## src/rtl/sram_page_allocator.sv

```systemverilog
// rtl/sram_page_allocator.sv - free-list allocator for shared packet cache SRAM pages
//
// Ports:
//   clk           system clock
//   rst           synchronous active-high reset; rebuilds the free list from scratch
//   alloc_req     pop request, honoured only while alloc_vld=1
//   alloc_vld     a free page is available and the list is initialised
//   alloc_addr    free page at list head (valid while alloc_vld=1)
//   free0_en/addr page return, channel 0 (read1), priority over channel 1
//   free1_en/addr page return, channel 1 (read2)
//   init_done     free list fully populated after reset
//   free_count    number of free pages, 0..num_pages
//   almost_empty  free_count <= almost_empty_th
//   err_overflow  sticky: a return was dropped because the list was full
module sram_page_allocator #(
    parameter int page_addr_width = 8,
    parameter int almost_empty_th = 16
) (
    input  logic                       clk,
    input  logic                       rst,
    input  logic                       alloc_req,
    output logic                       alloc_vld,
    output logic [page_addr_width-1:0] alloc_addr,
    input  logic                       free0_en,
    input  logic [page_addr_width-1:0] free0_addr,
    input  logic                       free1_en,
    input  logic [page_addr_width-1:0] free1_addr,
    output logic                       init_done,
    output logic [page_addr_width:0]   free_count,
    output logic                       almost_empty,
    output logic                       err_overflow
);
    localparam int aw        = page_addr_width;
    localparam int cw        = page_addr_width + 1;
    localparam int rw        = page_addr_width + 2;
    localparam int num_pages = 2 ** page_addr_width;

    typedef enum logic {
        ST_INIT  = 1'b0,
        ST_READY = 1'b1
    } state_t;

    state_t         state_q, state_d;
    logic [aw-1:0]  init_idx_q, init_idx_d;
    logic [aw-1:0]  rd_ptr_q, rd_ptr_d;
    logic [aw-1:0]  wr_ptr_q, wr_ptr_d;
    logic [cw-1:0]  count_q, count_d;
    logic           almost_empty_q;
    logic           err_overflow_q, err_overflow_d;

    logic [aw-1:0]  mem [num_pages];

    logic           pop;
    logic           acc0;
    logic           acc1;
    logic           drop;
    logic [rw-1:0]  room;
    logic           we_a, we_b;
    logic [aw-1:0]  waddr_a, wdata_a, waddr_b, wdata_b;

    assign alloc_vld    = (state_q == ST_READY) && (count_q != '0);
    assign alloc_addr   = mem[rd_ptr_q];
    assign init_done    = (state_q == ST_READY);
    assign free_count   = count_q;
    assign almost_empty = almost_empty_q;
    assign err_overflow = err_overflow_q;

    always_comb begin
        state_d        = state_q;
        init_idx_d     = init_idx_q;
        rd_ptr_d       = rd_ptr_q;
        wr_ptr_d       = wr_ptr_q;
        count_d        = count_q;
        err_overflow_d = err_overflow_q;
        pop            = 1'b0;
        acc0           = 1'b0;
        acc1           = 1'b0;
        drop           = 1'b0;
        room           = '0;
        we_a           = 1'b0;
        waddr_a        = wr_ptr_q;
        wdata_a        = free0_addr;
        we_b           = 1'b0;
        waddr_b        = wr_ptr_q;
        wdata_b        = free1_addr;

        if (state_q == ST_INIT) begin
            // Seed the list with every page in order; wr_ptr stays 0, which is
            // exactly where it would land after num_pages wrapping increments.
            we_a       = 1'b1;
            waddr_a    = init_idx_q;
            wdata_a    = init_idx_q;
            init_idx_d = init_idx_q + aw'(1);
            count_d    = count_q + cw'(1);
            if (init_idx_q == aw'(num_pages - 1)) begin
                state_d = ST_READY;
            end
        end else begin
            pop  = alloc_req && alloc_vld;
            // Slots available this cycle, counting the slot a pop frees up.
            room = rw'(num_pages) - rw'(count_q) + rw'(pop);
            acc0 = free0_en && (room != '0);
            acc1 = free1_en && (room > rw'(acc0));
            drop = (free0_en && !acc0) || (free1_en && !acc1);

            we_a    = acc0;
            we_b    = acc1;
            // Channel 1 lands behind channel 0 when both are accepted.
            waddr_b = wr_ptr_q + aw'(acc0);

            rd_ptr_d       = rd_ptr_q + aw'(pop);
            wr_ptr_d       = wr_ptr_q + aw'(acc0) + aw'(acc1);
            count_d        = count_q - cw'(pop) + cw'(acc0) + cw'(acc1);
            err_overflow_d = err_overflow_q || drop;
        end
    end

    always_ff @(posedge clk) begin
        if (rst) begin
            state_q        <= ST_INIT;
            init_idx_q     <= '0;
            rd_ptr_q       <= '0;
            wr_ptr_q       <= '0;
            count_q        <= '0;
            almost_empty_q <= 1'b1;
            err_overflow_q <= 1'b0;
        end else begin
            state_q        <= state_d;
            init_idx_q     <= init_idx_d;
            rd_ptr_q       <= rd_ptr_d;
            wr_ptr_q       <= wr_ptr_d;
            count_q        <= count_d;
            almost_empty_q <= (count_d <= cw'(almost_empty_th));
            err_overflow_q <= err_overflow_d;
        end
    end

    // List storage carries no reset; INIT rewrites every entry.
    always_ff @(posedge clk) begin
        if (!rst) begin
            if (we_a) begin
                mem[waddr_a] <= wdata_a;
            end
            if (we_b) begin
                mem[waddr_b] <= wdata_b;
            end
        end
    end

endmodule

```

## config.mk

```make
export PLATFORM = sky130hd
export DESIGN_NAME = sram_page_allocator
export DESIGN_NICKNAME = d
export VERILOG_FILES = /design/src/rtl/sram_page_allocator.sv
export SDC_FILE = /design/constraint.sdc
export NUM_CORES = 2
export LEC_CHECK = 0
export BUFFER_PORTS_ARGS = -buffer_cell sky130_fd_sc_hd__buf_2
export CORE_MARGIN = 2
export CORE_UTILIZATION = 30
export DETAILED_ROUTE_END_ITERATION = 16
export GPL_TIMING_DRIVEN = 0
export PLACE_DENSITY_LB_ADDON = 0.15
export SETUP_SLACK_MARGIN = 0.15
export SLEW_MARGIN = 20
export SYNTH_ARGS = -nofsm -noshare
export SYNTH_HDL_FRONTEND = slang
export SYNTH_SLANG_ARGS = --single-unit
```

## constraint.sdc

```tcl
create_clock -name clk -period 6.4 [get_ports clk]
set_input_delay 1.28 -clock clk [delete_from_list [all_inputs] [get_ports clk]]
set_output_delay 1.28 -clock clk [all_outputs]
set_load 0.01 [all_outputs]
```

==> flow_metrics.env <==
export IMPL_cts_num_sinks=2092
export IMPL_cts_made_buffers=242
export IMPL_fin_crit_ps=6479
export IMPL_core_area_um2=365500
export IMPL_clk_latency_ps=980
export IMPL_io_pins=42
export IMPL_pwr_share_seq_pct=48.5
export IMPL_rows=222
export IMPL_status="finished with violations"
export IMPL_swShare_pct=23.39
export IMPL_switching_power_mw=7.220
export IMPL_arrival_ps=5200
export IMPL_cts_max_level=4
export IMPL_fin_cells=12460
export IMPL_clock_fmax_ghz=0.1543
export IMPL_cts_buffer_depth=4
export IMPL_r2r_end="mem[135][2]"
export IMPL_ys_seq_elements=2092
export IMPL_grt_pass1_vias=72700
export IMPL_die_area_um2=371700
export IMPL_wl_per_cell_um=44.45
export IMPL_synthArstFlopShare_pct=0
export IMPL_grt_usage_pct=29.09
export IMPL_rsz0062_at_grt="true"
export IMPL_fin_crit_sh_pct=101.2
export IMPL_cp_num_cells=13
export IMPL_synth_edff_count=2048
export IMPL_drv_slew=0
export IMPL_synth_top_cells_by_count="2048 x edfxtp_1, 1867 x mux2_2, 601 x clkbuf_1"
export IMPL_synth_most_common_cell="edfxtp_1"
export IMPL_floorplan_initialDensity_pct=30.11
export IMPL_post_place_ws_ps=-1837
export IMPL_ant_nets=0
export IMPL_tritoncts="yes"
export IMPL_fin_nets=7481
export IMPL_leakage_nw=43.31
export IMPL_p_per_area_nw_per_um2=233.7
export IMPL_placedCellCount=11890
export IMPL_avgSynthCellArea_um2=15.84
export IMPL_portBuffers=33
export IMPL_setup_viol=4
export IMPL_worstPathCellList="buf_4 -> buf_2 -> buf_6 -> buf_4 -> buf_12 -> mux2i_1 -> o22ai_1 -> a211oi_1 -> a21oi_1 -> a31oi_4 -> nor4_2 -> buf_4 -> buf_2"
export IMPL_hold_viol=0
export IMPL_vias=74670
export IMPL_hold_class="flip-flop to flip-flop"
export IMPL_syn_instance_count=6949
export IMPL_finClkSkew_ps=59.68
export IMPL_violations="setup timing"
export IMPL_clk_pin_slew_ps=60
export IMPL_yosys_area_top_type="edfxtp_1"
export IMPL_hold_depth=2
export IMPL_startpoint_type="flip-flop"
export IMPL_yosys_warnings=0
export IMPL_cts_hold_buf=0
export IMPL_die_width_um=609.7
export IMPL_endpoint="alloc_addr[1]"
export IMPL_vdd_drop_max_v=0.0002632
export IMPL_clock_root_buffer="clkbuf_16"
export IMPL_dp_hpwl_mm=404.8
export IMPL_final_core_util_pct=36.13
export IMPL_intPower_mw=23.64
export IMPL_antenna_found_initial=51
export IMPL_grt_max_degree=17
export IMPL_r2r_slack_ps=110
export IMPL_drive_gt1_share_pct=51.23
export IMPL_setup_slack_ps=-79.30
export IMPL_viasPerCell=5.991
export IMPL_critPathRequiredTime_ps=5120
export IMPL_netlist_area_leader_share_pct=55.88
export IMPL_synth_cell_types=76
export IMPL_place_gp_congestion=1.004
export IMPL_n_fill_cell=34810
export IMPL_slew_headroom_pct=9.804
export IMPL_drt_iter0_drc=10530
export IMPL_drt_pre_antenna_iters=6
export IMPL_critical_path_max_stage_delay_ps=550
export IMPL_die_h_um=609.7
export IMPL_cap_violations=0
export IMPL_reg2reg_depth=18
export IMPL_finalPower_mw=30.86
export IMPL_synth_area_um2=110100
export IMPL_drt_total_wl_mm=554.0
export IMPL_hold_ws_ps=497.1
export IMPL_cp_slowest_cell="a211oi_1"
export IMPL_clockPowerShare_pct=46.9
export IMPL_cp_common_cell="buf_4"
export IMPL_grt_first_pass_wirelength_mm=717.0
export IMPL_critical_path_class="flip-flop to output port"
export IMPL_tightest_slew_ps=1353
export IMPL_combPwrFrac_pct=4.6
export IMPL_yosysSeqAreaShare_pct=56.68
export IMPL_critPathMaxFanout=10
export IMPL_remaining_drc_errors=0
export IMPL_yosys_top_cells_area="edfxtp_1 56%, mux2_2 19%, mux4_2 9.9%"
export IMPL_reg2reg_from="init_done"
export IMPL_area_growth_pct=19.98
export IMPL_end_kind="output port"
export IMPL_grt_remaining_overflow=0
export IMPL_crit_buf_inv=7
export IMPL_syn_nets=7005
export IMPL_cp_top_family="buffers and inverters"
export IMPL_synth_top_flop_cell="edfxtp_1"
## layout by cell type, fill, tap and decap left out, drive strengths merged, types with 6 or more instances in the layout
cell type	instances
a211oi	31
nor2	306
bufinv	29
nor4	7
or3	8
xor2	15
nand4	15
inv	37
mux4	483
and3	13
o22ai	309
mux2	2053
nor2b	12
clkinvlp	6
ha	33
and2	8
clkinv	107
edfxtp	2048
nand2	169
nand2b	22
o211ai	18
a22oi	79
clkbuf	900
xnor2	26
nand3	36
a221oi	7
dfxtp	44
a211o	20
a21oi	51
a31oi	28
diode	22
buf	414
or4	17
o21ai	90
nor3	20
a22o	26
mux2i	86
## sequential cells by signal (all words and copies together) (netlist names), named ones only
| signal | flops |
|---|---|
| mem | 2048 |
| free_count | 9 |
| init_idx_q | 8 |
| rd_ptr_q | 8 |
| wr_ptr_q | 8 |
| almost_empty | 1 |
| err_overflow | 1 |
| init_done | 1 |
## per-layer routing
layer / share of wire, % / global-route usage [%] / vias up
li1: - / - / 28840
met1: 38 / 36.78 / 39800
met2: 44 / 43.75 / 4727
met3: 10 / 8.420 / 1284
met4: 7.4 / 18.00 / 24
met5: 0.071 / 0.5037 / -
## repair_timing
action | in CTS | in global routing
endpoints found under the setup margin | 4117 | 3974
buffers inserted | 92 | 12
resized for setup | 701 | 114
pin swaps | 95 | 15
## layout make-up
| type | count | area (um^2) | area share [%] |
|---|---|---|---|
| diodes | 22 | 55.05 | 0.04169 |
| repair buffers | 232 | 3446 | 2.609 |
| well taps | 4816 | 6026 | 4.563 |
| multi-input cells | 4036 | 47880 | 36.26 |
| clock inverters | 149 | 1478 | 1.119 |
| flip-flops and latches | 2092 | 62380 | 47.24 |
| clock buffers | 295 | 6412 | 4.856 |
| inverters | 30 | 112.6 | 0.08527 |
| plain buffers | 791 | 4260 | 3.226 |
## power groups by stage
stage	registers (mW)	clock network, mW	logic [mW]
2_1_floorplan	15.3	0	0.668
3_3_place_gp	15.3	0	1.27
3_5_place_dp	15.3	0	1.33
4_1_cts	15.0	14.5	1.37
5_1_grt	15.0	15.0	1.46
6_report	15.0	14.5	1.43
## worst min-delay path by stage
stage            startpoint      endpoint
3_5_place_dp   err_overflow  err_overflow
2_1_floorplan   rd_ptr_q[7]     flip-flop
5_1_grt         rd_ptr_q[7]     flip-flop
6_report        rd_ptr_q[7]     flip-flop
3_3_place_gp   err_overflow  err_overflow
4_1_cts         rd_ptr_q[7]     flip-flop
## stage by stage
stage / setup TNS [ps] / cell area [um^2]
floorplan: 0 / 110100
global placement: -4267330 / 116300
detailed placement: -3337090 / 118400
CTS: 0 / 131300
global route: 0 / 132000
finish: -160.0 / 132100
## tightest hold or removal path: cells and delay by family, from the launching register on
kind	cells	cell delay [ps]
flip-flops	1	300
AO/OA/AOI/OAI	2	150
## cell families after synthesis
kind of cell               Yosys count  share of synthesized area [%]
muxes                             2622                          31.67
DFF                               2092                          56.68
buffers and inverters              821                          3.106
AOI/OAI and AO/OA                  686                          4.100
and+or+nand+nor                    652                          3.704
xor gates and xnor gates            41                         0.3331
adders and majority gates           35                         0.4115
No activity file was read; power rests on OpenSTA's default activity.
